File: config.mk
export PLATFORM = sky130hd
export DESIGN_NAME = sfr_file_flat
export DESIGN_NICKNAME = d
export VERILOG_FILES = /design/src/rtl/sfr_file_if.sv /design/src/rtl/sfr_file.sv /design/src/flat_wrapper.sv
export SDC_FILE = /design/constraint.sdc
export NUM_CORES = 1
export LEC_CHECK = 0
export CAP_MARGIN = 40
export CORE_ASPECT_RATIO = 1.75
export CORE_MARGIN = 5
export CORE_UTILIZATION = 53
export CTS_CLUSTER_DIAMETER = 150
export DETAILED_ROUTE_END_ITERATION = 10
export DONT_BUFFER_PORTS = 1
export PLACE_DENSITY = 0.68
export SYNTH_ARGS = -nofsm -noshare
export SYNTH_HDL_FRONTEND = slang
export SYNTH_SLANG_ARGS = --single-unit
File: constraint.sdc
create_clock -name clock -period 3.05 [get_ports clock]
set_clock_uncertainty 0.1 [all_clocks]
set_input_delay 0.61 -clock clock [delete_from_list [all_inputs] [get_ports clock]]
set_output_delay 0.61 -clock clock [all_outputs]
set_load 0.005 [all_outputs]
File: src/rtl/sfr_file_if.sv
// Read/write bus between the SFR input selection mux and the SFR file.
// The master drives strobes, addresses and write data; the slave returns registered read data.
interface sfr_file_if #(
    parameter int DATA_WIDTH = 8,
    parameter int ADDR_WIDTH = 3
);
    logic                  wr_en;
    logic [ADDR_WIDTH-1:0] wr_addr;
    logic [DATA_WIDTH-1:0] sfr_data_input;
    logic                  rd_en;
    logic [ADDR_WIDTH-1:0] rd_addr;
    logic [DATA_WIDTH-1:0] rd_data;
    logic                  rd_valid;

    modport master (
        output wr_en, wr_addr, sfr_data_input, rd_en, rd_addr,
        input  rd_data, rd_valid
    );

    modport slave (
        input  wr_en, wr_addr, sfr_data_input, rd_en, rd_addr,
        output rd_data, rd_valid
    );
endinterface

File: src/rtl/sfr_file.sv
// SFR file: STATUS, SP, prescaled timer and general-purpose registers with registered reads.
// Optional STATUS/SP context shadows are built when SFR_SHADOW_EN is defined.
module sfr_file #(
    parameter int                    DATA_WIDTH = 8,
    parameter int                    ADDR_WIDTH = 3,
    parameter logic [DATA_WIDTH-1:0] SP_RESET   = 8'hFF
) (
    input  logic                  clock,
    input  logic                  reset_n,
    sfr_file_if.slave             bus,
    input  logic                  flag_we,
    input  logic [3:0]            flag_in,
    input  logic                  sp_push,
    input  logic                  sp_pop,
    output logic [DATA_WIDTH-1:0] sp_out,
    input  logic                  ctx_save,
    input  logic                  ctx_restore,
    output logic                  tmr_irq
);
    typedef logic [DATA_WIDTH-1:0] word_t;

    localparam int                    NUM_REGS  = 1 << ADDR_WIDTH;
    localparam logic [ADDR_WIDTH-1:0] A_STATUS  = ADDR_WIDTH'(0);
    localparam logic [ADDR_WIDTH-1:0] A_SP      = ADDR_WIDTH'(1);
    localparam logic [ADDR_WIDTH-1:0] A_TCNT    = ADDR_WIDTH'(2);
    localparam logic [ADDR_WIDTH-1:0] A_TCTRL   = ADDR_WIDTH'(3);
    localparam logic [ADDR_WIDTH-1:0] A_GP0     = ADDR_WIDTH'(4);
    localparam word_t                 RSVD_MASK = word_t'(8'h8F);

    word_t      status_q, sp_q, tcnt_q, tctrl_q;
    word_t      status_d, sp_d, tcnt_d, tctrl_d;
    word_t      gp_q [4:NUM_REGS-1];
    logic [7:0] presc_q, presc_d, tick_at;
    word_t      wr_word, rd_word, rd_data_q;
    logic       rd_valid_q, tmr_irq_q;
    logic       wr_status, wr_sp, wr_tcnt, wr_tctrl, tick, tov_set;

`ifdef SFR_SHADOW_EN
    word_t sh_status_q, sh_sp_q;
`else
    logic  unused_ctx;
    assign unused_ctx = ctx_save | ctx_restore;
`endif

    // NOTE: every variable assigned in always_comb gets a default first, so no path infers a latch.
    always_comb begin
        wr_status = bus.wr_en && (bus.wr_addr == A_STATUS);
        wr_sp     = bus.wr_en && (bus.wr_addr == A_SP);
        wr_tcnt   = bus.wr_en && (bus.wr_addr == A_TCNT);
        wr_tctrl  = bus.wr_en && (bus.wr_addr == A_TCTRL);
        wr_word   = bus.sfr_data_input;
        if (bus.wr_addr == A_STATUS || bus.wr_addr == A_TCTRL)
            wr_word = bus.sfr_data_input & RSVD_MASK;
    end

    // Prescaler wraps at 2^PS-1; a software TMR_CNT write swallows a coincident tick.
    always_comb begin
        tick_at = (8'd1 << tctrl_q[3:1]) - 8'd1;
        tick    = tctrl_q[0] && (presc_q == tick_at);
        tov_set = tick && !wr_tcnt && (tcnt_q == '1);
        presc_d = presc_q;
        if (wr_tctrl)
            presc_d = '0;
        else if (tctrl_q[0])
            presc_d = tick ? 8'd0 : presc_q + 8'd1;
        tcnt_d = tcnt_q;
        if (wr_tcnt)
            tcnt_d = wr_word;
        else if (tick)
            tcnt_d = tcnt_q + word_t'(1);
        tctrl_d = wr_tctrl ? wr_word : tctrl_q;
    end

    // Priority, lowest first: hardware update, software write, context restore, TOV set.
    always_comb begin
        status_d = status_q;
        if (flag_we)
            status_d[3:0] = flag_in;
        if (wr_status)
            status_d = wr_word;
        case ({sp_push, sp_pop})
            2'b10:   sp_d = sp_q - word_t'(1);
            2'b01:   sp_d = sp_q + word_t'(1);
            default: sp_d = sp_q;
        endcase
        if (wr_sp)
            sp_d = wr_word;
`ifdef SFR_SHADOW_EN
        if (ctx_restore) begin
            status_d = sh_status_q;
            sp_d     = sh_sp_q;
        end
`endif
        if (tov_set)
            status_d[7] = 1'b1;
    end

    always_comb begin
        case (bus.rd_addr)
            A_STATUS: rd_word = status_q;
            A_SP:     rd_word = sp_q;
            A_TCNT:   rd_word = tcnt_q;
            A_TCTRL:  rd_word = tctrl_q;
            default:  rd_word = gp_q[bus.rd_addr];
        endcase
        if (bus.wr_en && (bus.wr_addr == bus.rd_addr))
            rd_word = wr_word;
    end

    // NOTE: sequential state uses non-blocking assignments so every register samples pre-edge values.
    always_ff @(posedge clock or negedge reset_n) begin
        if (!reset_n) begin
            status_q   <= '0;
            sp_q       <= SP_RESET;
            tcnt_q     <= '0;
            tctrl_q    <= '0;
            presc_q    <= '0;
            rd_data_q  <= '0;
            rd_valid_q <= 1'b0;
            tmr_irq_q  <= 1'b0;
        end else begin
            status_q   <= status_d;
            sp_q       <= sp_d;
            tcnt_q     <= tcnt_d;
            tctrl_q    <= tctrl_d;
            presc_q    <= presc_d;
            rd_valid_q <= bus.rd_en;
            if (bus.rd_en)
                rd_data_q <= rd_word;
            tmr_irq_q  <= status_d[7] & tctrl_d[7];
        end
    end

    // NOTE: the general-purpose array is small and architecturally reset to zero, so it is reset here.
    always_ff @(posedge clock or negedge reset_n) begin
        if (!reset_n) begin
            for (int i = 4; i < NUM_REGS; i++)
                gp_q[i] <= '0;
        end else if (bus.wr_en && (bus.wr_addr >= A_GP0)) begin
            gp_q[bus.wr_addr] <= bus.sfr_data_input;
        end
    end

`ifdef SFR_SHADOW_EN
    always_ff @(posedge clock or negedge reset_n) begin
        if (!reset_n) begin
            sh_status_q <= '0;
            sh_sp_q     <= '0;
        end else if (ctx_save && !ctx_restore) begin
            sh_status_q <= status_q;
            sh_sp_q     <= sp_q;
        end
    end
`endif

    assign bus.rd_data  = rd_data_q;
    assign bus.rd_valid = rd_valid_q;
    assign sp_out       = sp_q;
    assign tmr_irq      = tmr_irq_q;
endmodule

File: src/flat_wrapper.sv
// flat-port wrapper written by rule: the top's interface ports become plain ports
module sfr_file_flat 
#(
    parameter int                    DATA_WIDTH = 8,
    parameter int                    ADDR_WIDTH = 3,
    parameter logic [DATA_WIDTH-1:0] SP_RESET   = 8'hFF
)
  (clock, reset_n, flag_we, flag_in, sp_push, sp_pop, sp_out, ctx_save, ctx_restore, tmr_irq, bus_wr_en, bus_wr_addr, bus_sfr_data_input, bus_rd_en, bus_rd_addr, bus_rd_data, bus_rd_valid);
  sfr_file_if #(.DATA_WIDTH(DATA_WIDTH), .ADDR_WIDTH(ADDR_WIDTH)) bus_i ();
  input  logic clock;
  input  logic reset_n;
  input  logic flag_we;
  input  logic [3:0] flag_in;
  input  logic sp_push;
  input  logic sp_pop;
  output logic [DATA_WIDTH-1:0] sp_out;
  input  logic ctx_save;
  input  logic ctx_restore;
  output logic tmr_irq;
  input wire logic [$bits(bus_i.wr_en)-1:0] bus_wr_en;
  input wire logic [$bits(bus_i.wr_addr)-1:0] bus_wr_addr;
  input wire logic [$bits(bus_i.sfr_data_input)-1:0] bus_sfr_data_input;
  input wire logic [$bits(bus_i.rd_en)-1:0] bus_rd_en;
  input wire logic [$bits(bus_i.rd_addr)-1:0] bus_rd_addr;
  output wire logic [$bits(bus_i.rd_data)-1:0] bus_rd_data;
  output wire logic [$bits(bus_i.rd_valid)-1:0] bus_rd_valid;
  assign bus_i.wr_en = bus_wr_en;
  assign bus_i.wr_addr = bus_wr_addr;
  assign bus_i.sfr_data_input = bus_sfr_data_input;
  assign bus_i.rd_en = bus_rd_en;
  assign bus_i.rd_addr = bus_rd_addr;
  assign bus_rd_data = bus_i.rd_data;
  assign bus_rd_valid = bus_i.rd_valid;
  sfr_file #(.DATA_WIDTH(DATA_WIDTH), .ADDR_WIDTH(ADDR_WIDTH), .SP_RESET(SP_RESET)) u_core (.clock(clock), .reset_n(reset_n), .bus(bus_i), .flag_we(flag_we), .flag_in(flag_in), .sp_push(sp_push), .sp_pop(sp_pop), .sp_out(sp_out), .ctx_save(ctx_save), .ctx_restore(ctx_restore), .tmr_irq(tmr_irq));
endmodule
==> results of run 1 <==
cell families (layout without fill, tap and decap cells):
| group | count (synthesis) | count (layout) |
|---|---|---|
| buffers and inverters | 38 | 36 |
| adder cells (fa/ha/maj) | 11 | 11 |
| multiplexers | 64 | 64 |
| AND/OR/NAND/NOR | 142 | 142 |
| AO/OA/AOI/OAI | 79 | 79 |
| flip-flops | 82 | 82 |
| XOR/XNOR | 16 | 16 |
worst paths after layout:
kind | to | cells after the start | slack (ns) | start
hold reg to reg | u_core.tctrl_q[5] | 1 | 0.39 | u_core.tctrl_q[5]
setup / recovery | u_core.tcnt_q[6] | 8 | 0.12 | u_core.tctrl_q[1]
min in group clock | u_core.bus.rd_valid | 0 | 0.20 | bus_rd_en
setup reg to reg | u_core.tcnt_q[6] | 8 | 0.12 | u_core.tctrl_q[1]
hold / removal | u_core.sp_out[4] | 0 | 0.02 | reset_n
max in group asynchronous | u_core.tctrl_q[3] | 1 | 2.46 | reset_n
layout by cell type (no fill, tap or decap), types with 10 or more instances in the layout:
| cell type | Yosys | routed |
|---|---|---|
| dfrtp_1 | 74 | 73 |
| a21oi_1 | 24 | 24 |
| nor2_1 | 26 | 26 |
| mux4_2 | 16 | 16 |
| o21ai_0 | 26 | 26 |
| nand2_1 | 42 | 42 |
| nand3_1 | 12 | 10 |
| mux2i_1 | 11 | 11 |
| mux2_2 | 37 | 37 |
| o211ai_1 | 10 | 10 |
| buf_4 | 3 | 10 |
where the power goes:
group          internal (mW)  switching, mW  total [mW]
combinational          0.622          0.539        1.16
sequential              1.39          0.278        1.67
clock                  0.766          0.451        1.22
total                   2.78           1.27        4.04
final cells by class:
cell class | instances | area, um^2 | area share
well taps | 117 | 146 | 0.0286
clock buffers | 11 | 253 | 0.0493
clock inverters | 5 | 85.1 | 0.0166
inverters | 8 | 30.0 | 0.00586
repair buffers | 12 | 108 | 0.0210
multi-input cells | 312 | 2440 | 0.476
flip-flops and latches | 82 | 2060 | 0.403
flip-flops by register name, indices dropped and copies added (netlist names):
signal	count
u_core.sp_out	8
u_core.tmr_irq	1
u_core.status_q	8
u_core.presc_q	8
u_core.bus.rd_valid	1
u_core.bus.rd_data	8
u_core.gp_q	32
u_core.tctrl_q	8
u_core.tcnt_q	8
routing by layer:
layer,vias up,global-route usage
li1,1552,-
met1,1619,0.274
met2,103,0.357
met3,29,0.0447
met4,0,0.139
met5,-,0
critical path: stages, from the launching register on:
cell and delay [ns]:
dfrtp_1 0.38, or3_4 0.39, ha_4 0.19, or4bb_1 0.50
nand3_2 0.11, xor2_2 0.10, or3_4 0.41, or4_1 0.50
a31oi_1 0.17
cell usage after synthesis, types with 2 or more instances:
library cell and instances:
mux2_2 37, a31oi_1 3, nor2b_1 8, ha_1 10, dfstp_2 8, buf_2 2
clkbuf_1 20, nor4_1 3, nand4_1 8, nand4b_1 2, and2_1 4, buf_4 3
o21ai_0 26, and3_1 8, a211o_1 2, nor3b_1 3, a21o_1 2, o21a_1 3
o21ai_1 2, or3_1 6, nand2_1 42, mux2i_1 11, a21oi_1 24, xor2_1 6
mux4_2 16, o211ai_1 10, nand3_1 12, nand2b_1 3, buf_1 3, xnor2_1 10
nor3_1 8, inv_1 8, dfrtp_1 74, nor2_1 26
timing repair:
action	4_1_cts	5_1_grt
setup buffers	0	1
hold buffers	1	0
gates resized for setup	0	3
setup endpoints to repair	0	1
hold endpoints to repair	74	0
==> results by group, run 1 <==
Setup path
  – Max FO, Critical Path: 6
  – CP endpoint kind: flop
  – Critical Path AT: between 3 and 4 ns
  – Critical Path Start Type: flop
  – Worst Path Required: 3.21 ns
  – Critical path class: reg2reg

Logic synthesis
  – Largest cells by area after synthesis: dfrtp_1 (40%), mux2_2 (9.0%), mux4_2 (7.8%)
  – Simple-Gate Fraction of Synth Area: 0.158
  – Post-synth top area share: 0.401
  – Synth Area in Compound Gates: 0.104
  – Top cell type by total area after synthesis: dfrtp_1
  – Mux share of post-synthesis cell area: 0.192
  – Post-Syn Nets: 470
  – Yosys warnings: 0
  – Post-synthesis adder-cell area fraction: 0.0315
  – Post-synth cell types: 53
  – Synth Cell Area: approximately 4600 um^2
  – Avg Cell Area, Syn: about 11 um^2
  – Synth Area in XOR/XNOR: 0.0304
  – Register area share after synthesis: 0.447
  – Async SR Flop Fraction: 1.00
  – Main combinational cell family by area after synthesis: multiplexers
  – FF+latch count, synth: just over 80
  – Ys flop type: dfrtp_1
  – Syn Inst Count: 432
  – EDFF count, synth: 0

Finish
  – Final Non-Filler Cells: 547
  – Final Cell Area: ~5100 um^2
  – Layout cells sized above 1: 0.244
  – Utilization after layout: 0.595
  – Final #Nets: between 400 and 500
  – Diodes inserted: 0
  – Area Growth Syn to Fin: 11.1%
  – Fillers: approximately 740

Pwr
  – Peak VDD IR: approximately 0.00042 V
  – Cell area power density: 789 nW/um^2
  – Pwr Total: between 4 and 5 mW
  – Leak pwr: about 2.1 nW

Die
  – Ports: 45
  – # rows: between 40 and 50
  – Starting Density: 0.536
  – Full die area: between 10000 and 15000 um^2
  – Die height: about 130 um
  – Core Box Area: 8610 um^2
  – Die Span X: between 80 and 90 um

STA
  – Tmin final: ~2.9 ns
  – Ratio of final minimum period to clock period: 0.960
  – Setup TNS: 0 ns
  – Worst-Margin Slew: roughly 0.74 ns
  – Peak Freq: 342 MHz
  – Unrepaired setup endpoints after global routing: no
  – Final Hold Fails: 0
  – Final Max Tran Viols: 0
  – PnR worst setup slack: about 0.12 ns
  – Max-slew headroom: 0.502
  – Final Setup Violations: 0
  – WHS: approximately 0.016 ns

Placed design
  – Gpl congestion: between 0.8 and 0.9
  – I/O Buffers: 0
  – Dpl cells: 529
  – Placed wire-length estimate: between 7000 and 8000 um
  – DP Area: between 4000 and 5000 um^2
  – Pre-CTS setup slack: between 0.07 and 0.08 ns

Route
  – Vias: about 3300
  – Final ANT Viol Nets: 0
  – Detail Route met2 WL: between 5000 and 6000 um
  – Wirelength per Cell: just over 20 um
  – DR top layer: met4
  – WL final: between 10000 and 15000 um
  – DRC viols: 0
  – Met3 wire length: between 600 and 700 um
  – Vias per cell: between 6 and 7
  – Wire length on met1: approximately 4200 um
  – Number of DRC markers in iteration 0: around 270
  – TritonRoute pass-1 iters: 4

Clocking
  – Worst-path clk slew: ~0.060 ns
  – CTS Buf Count: 9
  – Clk_lat worst skew: between 0.3 and 0.4 ns
  – # clock sinks: roughly 80
  – H-tree depth reported by CTS: 3
  – CTS root buffer: clkbuf_16
  – CTS tree: built
  – Clock Tree Buf Depth: 2

Global routing
  – Gr ovfl total: 0
  – All-Layer GR Usage: 0.224
  – Number of global-route vias before repair: between 3000 and 4000
  – Largest net degree at the start of global routing: 75
  – Initial antenna violation count: 0
  – First-pass GRT wire length: between 15000 and 20000 um

Status
  – Outcome: completed

Flow run
  – Max-cap check violation count: 0

Worst hold path
  – Hold Path Class: in2async
No activity file was read; power rests on OpenSTA's default activity.
==> run 2: changes to the inputs <==
Settings changed: HOLD_SLACK_MARGIN from default to 0.02.
==> run 2 against run 1 <==
  * Global-route usage is essentially flat
  * Final cell count grew 0.18%
  * Power is essentially flat
  * Maximum frequency is essentially flat
  * Register-to-register slack is essentially flat
  * Critical path type unchanged
  * Critical endpoint unchanged
  * Largest cell class unchanged
  * Highest routed layer unchanged
==> results by group, run 2 (synthesized netlist as in run 1, its figures left out) <==
Global routing
  – Largest net degree at the start of global routing: between 70 and 80
  – Gr ovfl total: 0
  – Number of global-route vias before repair: 3306
  – First-pass GRT wire length: around 18000 um
  – All-Layer GR Usage: 0.224
  – Initial antenna violation count: 0

STA
  – Final Setup Violations: 0
  – Setup TNS: 0 ns
  – Tmin final: slightly below 3 ns
  – Final Hold Fails: 0
  – Unrepaired setup endpoints after global routing: no
  – Ratio of final minimum period to clock period: 0.960
  – Worst-Margin Slew: just over 0.7 ns
  – Peak Freq: 342 MHz
  – Final Max Tran Viols: 0
  – Max-slew headroom: 0.518
  – WHS: 0.0648 ns

Worst hold path
  – Hold Path Class: in2async

Clocking
  – Clk_lat worst skew: roughly 0.33 ns
  – CTS Buf Count: 9
  – H-tree depth reported by CTS: 3
  – Clock Tree Buf Depth: 2
  – CTS tree: built
  – Worst-path clk slew: 0.06 ns
  – CTS root buffer: clkbuf_16
  – # clock sinks: 82

Route
  – DRC viols: 0
  – Wirelength per Cell: approximately 20 um
  – Vias per cell: around 5.9
  – WL final: around 11000 um
  – TritonRoute pass-1 iters: 4
  – Vias: approximately 3300
  – Final ANT Viol Nets: 0
  – Number of DRC markers in iteration 0: roughly 200

Finish
  – Final Cell Area: between 5000 and 6000 um^2
  – Final #Nets: approximately 460
  – Fillers: 736
  – Sequential cell area: a little over 2000 um^2
  – Utilization after layout: 0.596
  – Layout cells sized above 1: 0.244
  – Number of flip-flops in the largest register: 32
  – Diodes inserted: 0
  – Reg with most FFs: u_core.gp_q
  – Commonest non-fill, non-tap cells in the layout: dfrtp_1 (73), nand2_1 (42), mux2_2 (37)
  – Multi-input logic area: about 2400 um^2
  – Commonest non-fill, non-tap cell in the layout: dfrtp_1
  – Area Growth Syn to Fin: 11.3%

Placed design
  – DP Area: between 4000 and 5000 um^2
  – Placed wire-length estimate: between 7000 and 8000 um
  – Gpl congestion: slightly above 0.8
  – I/O Buffers: 0

Die
  – Full die area: 10700 um^2
  – Core Box Area: 8610 um^2
  – # rows: 45
  – Ports: 45
  – Die Span X: between 80 and 90 um
  – Starting Density: 0.536
  – Die height: ~130 um

Setup path
  – Flop2flop setup slack: 0.12 ns
  – CP peak stage delay: approximately 0.5 ns
  – Worst Reg-to-Reg Cells: 8
  – Worst R2R End: u_core.tcnt_q[6]
  – Critical path class: reg2reg
  – Crit-path slowest cell: or4_1
  – Worst Path Required: 3.21 ns
  – CP Cell Sequence: or3_4 > ha_4 > or4bb_1 > nand3_2 > xor2_2 > or3_4 > or4_1 > a31oi_1
  – Worst flop-to-flop path startpoint: u_core.tctrl_q[1]
  – Max FO, Critical Path: 6
  – Critical Path Start Type: flop
  – Most numerous cell on the critical path: or3_4
  – CP endpoint kind: flop
  – Critical Path AT: between 3 and 4 ns

Pwr
  – Peak VDD IR: ~0.00042 V
  – Pwr Total: between 4 and 5 mW
  – Cell area power density: 787 nW/um^2
  – Leak pwr: around 2.2 nW

Status
  – Outcome: completed

Flow run
  – Max-cap check violation count: 0
## run 2: cell count changes in the layout (fill, tap and decap cells not counted)
| cell | previous run | this run |
|---|---|---|
| dlygate4sd3_1 | 0 | 1 |
## run 2: how the worst max path moves through the flow
stage	from	to	slack [ns]	cells past startpoint
floorplan	u_core.tctrl_q[2]	u_core.tcnt_q[6]	0.004	10
global placement	u_core.tctrl_q[3]	u_core.tcnt_q[6]	0.12	8
detailed placement	u_core.tctrl_q[3]	u_core.tcnt_q[6]	0.07	8
CTS	u_core.tctrl_q[3]	u_core.tcnt_q[6]	0.05	8
global route	u_core.tctrl_q[2]	u_core.tcnt_q[6]	0.02	8
finish	u_core.tctrl_q[1]	u_core.tcnt_q[6]	0.12	8
## run 2: metal layers
metal  up-vias  global-route usage  wire (um)
met2        86               0.358       5570
met5         -                   0          0
met4         0               0.139        539
li1       1558                   -          -
met3        25              0.0440        674
met1      1582               0.273       4170
## run 2: power by group
part / internal (mW) / switching, mW / leakage, nW
Combinational: 0.623 / 0.541 / 0.998
Clock: 0.766 / 0.446 / 0.162
Sequential: 1.39 / 0.279 / 0.991
## run 2: worst max-delay path: cells and delay by family, from the launching register on
family / cells / cell delay [ns]
flip-flops: 1 / 0.38
adder cells (fa/ha/maj): 1 / 0.19
AND/OR/NAND/NOR: 5 / 1.90
XOR/XNOR: 1 / 0.10
AO/OA/AOI/OAI: 1 / 0.17
## run 2: timing repair
item	4_1_cts	5_1_grt
endpoints found under the setup margin	0	1
gates resized for setup	0	3
hold endpoints to repair	77	0
hold buffers	2	0
buffers inserted	0	1
## run 2: final cells by class
cell class	count	area share
sequential	82	0.402
clock inverter	5	0.0166
tap	117	0.0285
inverter	8	0.00585
multi-input combinational	312	0.475
timing repair buffer	13	0.0229
clock buffer	11	0.0492
## run 2: per-stage QoR
stage | std cells | worst slack (ns)
floorplan | 432 | 0.00436
global route | 548 | 0.0168
detailed placement | 529 | 0.0726
CTS | 547 | 0.0531
global placement | 528 | 0.119
finish | 548 | 0.123
